==> config.mk <==
export PLATFORM = sky130hd
export DESIGN_NAME = pipe_stage_reg
export DESIGN_NICKNAME = d
export VERILOG_FILES = /design/src/rtl/riscv_defs.sv /design/src/rtl/sat_counter.sv /design/src/rtl/pipe_stage_reg.sv
export SDC_FILE = /design/constraint.sdc
export NUM_CORES = 1
export LEC_CHECK = 0
export ABC_CLOCK_PERIOD_IN_PS = 7250
export BUFFER_PORTS_ARGS = -buffer_cell sky130_fd_sc_hd__clkbuf_2
export CAP_MARGIN = 20
export CORE_UTILIZATION = 58
export DETAILED_ROUTE_END_ITERATION = 12
export PLACE_DENSITY_LB_ADDON = 0.08
export SETUP_SLACK_MARGIN = 0.1
export SYNTH_ARGS = -nofsm -noshare
export SYNTH_HDL_FRONTEND = slang
export SYNTH_HIERARCHICAL = 1
export SYNTH_SLANG_ARGS = --single-unit
==> constraint.sdc <==
create_clock -name clk -period 7.25 [get_ports clk]
set_clock_uncertainty 0.15 [all_clocks]
set_input_delay 1.45 -clock clk [delete_from_list [all_inputs] [get_ports clk]]
set_output_delay 1.45 -clock clk [all_outputs]
set_load 0.02 [all_outputs]
==> src/rtl/riscv_defs.sv <==
// Shared constants for the pipelined RISC-V core: opcodes, the canonical NOP
// and the payload width of each inter-stage register.
package riscv_defs;

   localparam logic [6:0]  OPCODE_I = 7'b001_0011;
   localparam logic [31:0] NOP_INST = 32'h0000_0013;   // addi x0,x0,0

   localparam int unsigned IFID_W  = 96;
   localparam int unsigned IDEX_W  = 160;
   localparam int unsigned EXMEM_W = 112;
   localparam int unsigned MEMWB_W = 80;

endpackage

==> src/rtl/sat_counter.sv <==
// Saturating up-counter with synchronous clear; clear wins over inc.
// Reusable for any performance counter that must never wrap.
module sat_counter #(
   parameter int unsigned W = 16
) (
   input  logic         clk,
   input  logic         clear,
   input  logic         inc,
   output logic [W-1:0] count
);

   always_ff @(posedge clk) begin
      if (clear) begin
         count <= '0;
      end else if (inc && (count != {W{1'b1}})) begin
         count <= count + W'(1);
      end
   end

endmodule

==> src/rtl/pipe_stage_reg.sv <==
// Inter-stage pipeline register with valid/ready handshake, optional two-entry
// skid buffer (registered in_ready), bubble payload and a stall counter.
module pipe_stage_reg
   import riscv_defs::*;
#(
   parameter int unsigned       DATA_W    = IFID_W,
   parameter logic [DATA_W-1:0] NOP_VALUE = DATA_W'({64'b0, NOP_INST}),
   parameter bit                SKID      = 1'b1,
   parameter int unsigned       CNT_W     = 16
) (
   input  logic              clk,
   input  logic              rst,
   input  logic              flush,
   input  logic              in_valid,
   output logic              in_ready,
   input  logic [DATA_W-1:0] in_data,
   output logic              out_valid,
   input  logic              out_ready,
   output logic [DATA_W-1:0] out_data,
   output logic [CNT_W-1:0]  stall_cnt,
   output logic [1:0]        dbg_state
);

   // Handshake: a side transfers on a cycle where its valid and ready are both
   // high at the rising edge; flush and rst discard the same-cycle input.

   logic stall_inc;

   if (SKID) begin : g_skid
      typedef enum logic [1:0] {EMPTY = 2'd0, ONE = 2'd1, FULL = 2'd2} occ_t;

      occ_t              state_q, state_d;
      logic              in_ready_q;
      logic [DATA_W-1:0] main_q, skid_q;
      logic              in_xfer, out_xfer;

      assign in_xfer  = in_valid && in_ready_q;
      assign out_xfer = (state_q != EMPTY) && out_ready;

      always_ff @(posedge clk) begin
         if (rst) begin
            state_q    <= EMPTY;
            in_ready_q <= 1'b1;
         end else begin
            state_q    <= state_d;
            in_ready_q <= (state_d != FULL);
         end
      end

      always_comb begin
         state_d = state_q;
         if (flush) begin
            state_d = EMPTY;
         end else begin
            case (state_q)
               EMPTY:   if (in_xfer) state_d = ONE;
               ONE: begin
                  if (in_xfer && !out_xfer)      state_d = FULL;
                  else if (!in_xfer && out_xfer) state_d = EMPTY;
               end
               FULL:    if (out_xfer) state_d = ONE;
               default: state_d = EMPTY;
            endcase
         end
      end

      always_comb begin
         out_valid = (state_q != EMPTY);
         out_data  = main_q;
         in_ready  = in_ready_q;
         dbg_state = state_q;
      end

      // main_q always drives out_data, so it is returned to the bubble on empty.
      always_ff @(posedge clk) begin
         if (rst || flush) begin
            main_q <= NOP_VALUE;
            skid_q <= NOP_VALUE;
         end else begin
            case (state_q)
               EMPTY: if (in_xfer) main_q <= in_data;
               ONE: begin
                  if (in_xfer && out_xfer) main_q <= in_data;
                  else if (in_xfer)        skid_q <= in_data;
                  else if (out_xfer)       main_q <= NOP_VALUE;
               end
               FULL: begin
                  if (out_xfer) begin
                     main_q <= skid_q;
                     skid_q <= NOP_VALUE;
                  end
               end
               default: ;
            endcase
         end
      end
   end else begin : g_single
      logic              valid_q;
      logic [DATA_W-1:0] data_q;
      logic              in_xfer, out_xfer;

      assign in_ready = out_ready || !valid_q;
      assign in_xfer  = in_valid && in_ready;
      assign out_xfer = valid_q && out_ready;

      always_ff @(posedge clk) begin
         if (rst || flush) begin
            valid_q <= 1'b0;
            data_q  <= NOP_VALUE;
         end else if (in_xfer) begin
            valid_q <= 1'b1;
            data_q  <= in_data;
         end else if (out_xfer) begin
            valid_q <= 1'b0;
            data_q  <= NOP_VALUE;
         end
      end

      assign out_valid = valid_q;
      assign out_data  = data_q;
      assign dbg_state = {1'b0, valid_q};
   end

   assign stall_inc = out_valid && !out_ready && !flush;

   sat_counter #(.W(CNT_W)) u_stall_cnt (
      .clk   (clk),
      .clear (rst),
      .inc   (stall_inc),
      .count (stall_cnt)
   );

endmodule

* Word level (Yosys, flattened, before mapping)
Cells that the tools add are included.
** Operators by class
- Reductions and logical operators :: 19
- Equal/unequal tests :: 10
- Add/subtract/negate cells :: 1
- Muxes and demuxes :: 14
** Operators by type and width (count)
- $mux W96 :: 6
- $pmux W96 S3 :: 1
- $pmux W96 S2 :: 1
- $add A16 B1 Y16 const B :: 1
- $ne A16 B16 Y1 const B :: 1
- $mux W2 :: 5
- $ne A2 B2 Y1 const B :: 5
- $logic_and A1 B1 Y1 :: 8
- $ne A3 B3 Y1 const B :: 2
- $pmux W2 S3 :: 1
- $reduce_and A5 Y1 :: 1
- $logic_not A1 Y1 :: 4
- $reduce_and A4 Y1 :: 1
- $reduce_bool A2 Y1 :: 2
- $reduce_bool A3 Y1 :: 1
- $eq A2 B1 Y1 const B :: 1
- $eq A2 B2 Y1 const B :: 1
- $logic_not A2 Y1 :: 1
- $logic_or A1 B1 Y1 :: 1
** Storage, ports and cells
- Input port bits :: 101
- Logic and storage cells :: 49
- Output and inout port bits :: 116
- Register bits after elaboration :: 211

* Logic depth before layout (Yosys ltp)
- Depth after elaboration :: 8
- Mapped depth :: 9
- Mapped depth without buffers :: 7

* Cells and area by module
Netlist, hierarchy kept.
** Modules (own cells, without submodules)
- pipe_stage_reg :: instances 1, area an instance 8366.8 µm², sequential area each 3903.7 µm², cells an instance 905
- sat_counter :: instances 1, area an instance 848.3 µm², sequential area each 320.3 µm², cells an instance 99

* Least setup slack after synthesis
OpenSTA, ideal clock, no wires.
- Kind :: input port to flip-flop
- From :: input port out_ready
- To :: register u_stall_cnt.count[9]
- Buffers on the path :: 1
- Data required time :: 7.030 ns
- Setup slack :: 4.260 ns
- Data arrival time :: 2.769 ns
- Library setup time :: 0.070 ns
- Stages on the path :: 5
- Path through :: nor3_1 nand2_1 clkbuf_1 or4_1 a21oi_1
** Between the ends
- Cells in the longest elaborated chain, start to end :: 4
** Ends and longest elaborated chain
- from (decl) :: RTL line pipe_stage_reg.sv:18 : input logic out_ready,
- $logic_not A1 Y1 :: RTL line pipe_stage_reg.sv:124 : assign stall_inc = out_valid && !out_ready && !flush;
- $logic_and A1 B1 Y1 (2 in a row) :: RTL line pipe_stage_reg.sv:124
- $logic_and A1 B1 Y1 :: RTL line sat_counter.sv:15 : end else if (inc && (count != {W{1'b1}})) begin
- to (signal assigned) :: RTL line sat_counter.sv:16 : count <= count + W'(1);
- to (decl) :: RTL line sat_counter.sv:9 : output logic [W-1:0] count
Every way passes these cells.
A chain may end at the register's enable or synchronous reset.

* Worst setup path after layout
- From :: input port out_ready
- To :: register g_skid.main_q[71] (netlist: out_data[71])
** Between the ends
- Cells in the longest elaborated chain, start to end :: 4
- Elaborated cells on any way between the ends :: 8
- Those cells by class :: eq/ne (3); mux (2); reduce/logical (3)
** Ends and longest elaborated chain
- $logic_and A1 B1 Y1 * :: RTL line pipe_stage_reg.sv:38 : assign out_xfer = (state_q != EMPTY) && out_ready;
- $logic_and A1 B1 Y1 :: RTL line pipe_stage_reg.sv:83 : if (in_xfer && out_xfer) main_q <= in_data;
- $ne A3 B3 Y1 (no line) or $mux W96 (tied branches)
- $reduce_and A5 Y1 (no line) or $pmux W96 S3 (tied branches)
- to (signal assigned) :: RTL line pipe_stage_reg.sv:81 : EMPTY: if (in_xfer) main_q <= in_data;
- to (signal assigned) :: RTL line pipe_stage_reg.sv:83
- to (signal assigned) :: RTL line pipe_stage_reg.sv:89 : main_q <= skid_q;
- to (decl) :: RTL line pipe_stage_reg.sv:34 : logic [DATA_W-1:0] main_q, skid_q;
Every way passes the cells marked *; elsewhere a longest branch is shown, timed or not.

==> impl_metrics.json <==
{
  "wirelength_mm": 23.8,
  "layout_commonest_cell": "clkbuf_2",
  "cts_buffers": 22,
  "power_frac_seq_pct": 45.5,
  "whs_endpoint": "out_data[1]",
  "firstDrtPassIters": 5,
  "synth_edf_count": 0,
  "drc": 0,
  "place_congestion": 0.790,
  "min_period_ps": 3380,
  "regToRegStartpoint": "dbg_state[0]",
  "cp.required_ps": 7530,
  "vias_per_cell": 5.95,
  "use_met3_pct": 4.88,
  "netlist_instances": 1004,
  "cts_root_buffer": "clkbuf_16",
  "syn_to_final_growth_pct": 19.1,
  "critPathKind": "input port to register",
  "grt_pass1_wl_mm": 38.4,
  "core-area_sq_um": 15400,
  "crit_slowest_cell": "o21ai_4",
  "hold_slack_ps": 324,
  "r2r_end": "out_data[71]",
  "grt-ovfl-total": 0,
  "grt_pass1_vias": 7652,
  "wl_per_cell_microns": 17.2,
  "crit_arrival_ps": 3660,
  "syn_nets": 1111,
  "rsz0062_at_grt": "false",
  "first_iter_violations": 687,
  "total_power_mw": 2.67,
  "ant_nets": 0,
  "crit_fanout": 36,
  "swShare_pct": 25.1,
  "clkTransAtPathRegs_ps": 60,
  "cts_hold_buf": 0,
  "crit_buf_inv": 2,
  "hold_viol": 0,
  "netSwitchingPower_mw": 0.670,
  "ys.flop_type": "dfxtp_1",
  "synth-seq-cells": 211,
  "fillerInstances": 1245,
  "yosysWarnings": 6,
  "vdd_ir_drop_max_mv": 0.197,
  "slew_headroom_pct": 26.4,
  "rr_worst_depth": 7,
  "reg2reg_slack_ps": 4010,
  "synth_top_area_cell": "dfxtp_1",
  "rows": 45,
  "crit_path_end_kind": "register",
  "nets": 1265,
  "worstMarginPinSlew_ps": 1100,
  "num_vias": 8237,
  "synthArstFlopShare_pct": 0,
  "cap_violations": 0,
  "intPower_mw": 2.00,
  "hold_path_startpoint": "out_data[1]",
  "grt_use_total_pct": 28.6,
  "cp_top_family": "compound AO/OA/AOI/OAI gates",
  "start_kind": "input port",
  "die_width_microns": 128,
  "post_synth.cell_area_avg_sq_um": 9.18,
  "postCtsSetupBuffers": 0,
  "hold_path.class": "register to register",
  "grt_use_met2_pct": 46.3,
  "netlist_area_sq_um": 9220,
  "p_leak_nw": 4.18,
  "top_usage_layer": "met2",
  "yosys.area.top_type_share_pct": 45.8,
  "numPortBuffers": 216,
  "pwr-share-clk_pct": 43.3,
  "grt_use_met1_pct": 38.8,
  "seq_area_frac_synth_pct": 45.8,
  "setup_viol_count_final": 0,
  "tritoncts": "yes",
  "power-per-cell-area_nw_per_um2": 244,
  "min_path_cells": 2,
  "htree_levels": 1,
  "finalCritPeriodShare_pct": 46.6,
  "timing.fmax_mhz": 296,
  "final_cell_mix": "clkbuf_2, dfxtp_1, a21oi_1, nand2_1, nor2_1",
  "fp.dieArea_sq_um": 16400,
  "cts_sinks": 211,
  "slowest_delay_ps": 870,
  "start_util_pct": 60.0,
  "fp.dieH_microns": 128,
  "antenna_found_initial": 0,
  "synthTopCellsByArea": "dfxtp_1, a221oi_2, nand3b_1",
  "slew_violations": 0,
  "yosysUniqueCellTypes": 55,
  "drive_gt1_share_pct": 29.7,
  "crit_chain": "clkbuf_2 > nand2b_4 > o21ai_4 > buf_4 > a221oi_2 > nor2_1",
  "io_pins": 217,
  "grt_max_degree": 97,
  "pwr-share-comb_pct": 11.3,
  "insertion_delay_ps": 490,
  "ctsResizeCount": 0,
  "diodes": 0,
  "clockBufferDepth": 3,
  "fin_tns_setup_ps": 0,
  "hpwl_mm": 14.0,
  "status": "finished clean"
}
[power groups by stage]
stage                     Sequential [mW]  Combinational [mW]  Clock (mW)
after global placement               1.24               0.298           0
after global routing                 1.22               0.327        1.22
after CTS                            1.21               0.302        1.17
final                                1.22               0.302        1.16
after floorplan                      1.27               0.167           0
after detailed placement             1.24               0.301           0
[cell type report]
class / count / area (sq um) / area share (%)
multi-input combinational: 690 / 4540 / 41.4
sequential: 211 / 4220 / 38.5
timing repair buffer: 227 / 1160 / 10.6
clock buffer: 31 / 656 / 5.98
tap: 211 / 264 / 2.41
clock inverter: 9 / 98.8 / 0.901
inverter: 6 / 22.5 / 0.205
[kinds of logic after synthesis]
kind of cell | after synthesis | share of synthesized area (%)
simple gates | 355 | 20.4
xor+xnor | 3 | 0.285
buf+inv | 103 | 5.49
fa+ha+maj | 6 | 0.815
compound gates | 324 | 27.0
flops | 211 | 45.8
mux | 2 | 0.231
[registers in the layout, summed over array words and instances (netlist names)]
name               flops
u_stall_cnt/count     16
dbg_state              2
out_data              96
in_ready               1
g_skid.skid_q         96
[layer usage]
metal / wire (microns) / vias to the layer above
met3: 1450 / 46
met4: 675 / 0
met1: 10800 / 3924
li1: - / 3974
met5: 0 / -
met2: 11000 / 293
[worst register-to-register path, cell delays in order, from the launching register on]
cell and delay (ps):
dfxtp_1 480, inv_1 100, ha_1 320, nand2b_4 250, o21ai_4 870, buf_4 680
a221oi_2 200, nor2_1 140
[worst max path at each step]
stage          startpoint                   end  slack (ps)  depth (start not counted)
6_report        out_ready          out_data[71]        3870                          6
2_1_floorplan   out_ready  u_stall_cnt/count[9]        4260                          5
3_3_place_gp    out_ready          out_data[82]        3430                          6
3_5_place_dp    out_ready           out_data[7]        3390                          6
5_1_grt         out_ready          out_data[84]        3700                          6
4_1_cts          in_valid          out_data[44]        3890                          6
[Yosys cell counts (6+ instances only)]
cell and number:
dfxtp_1 211, a21oi_1 105, nand2_1 104, nor2_1 103, nand3b_1 94, a221oi_2 70
o21ai_0 62, clkbuf_1 48, o21ai_1 41, buf_2 32, a221oi_1 23, nor3_1 9
buf_4 7, buf_6 7, or4_1 7, ha_1 6, inv_1 6, nand3_1 6
o31ai_1 6
[stage by stage]
| step | util (%) | setup slack (ps) | area, sq um | instances |
|---|---|---|---|---|
| after floorplan | - | 4260 | 9220 | 1004 |
| after global placement | 66.5 | 3430 | 10200 | 1345 |
| after detailed placement | 66.5 | 3390 | 10200 | 1345 |
| after CTS | 71.4 | 3890 | 11000 | 1385 |
| after global routing | 71.4 | 3700 | 11000 | 1385 |
| final | 71.4 | 3870 | 11000 | 1385 |
No activity file was read; power rests on OpenSTA's default activity.
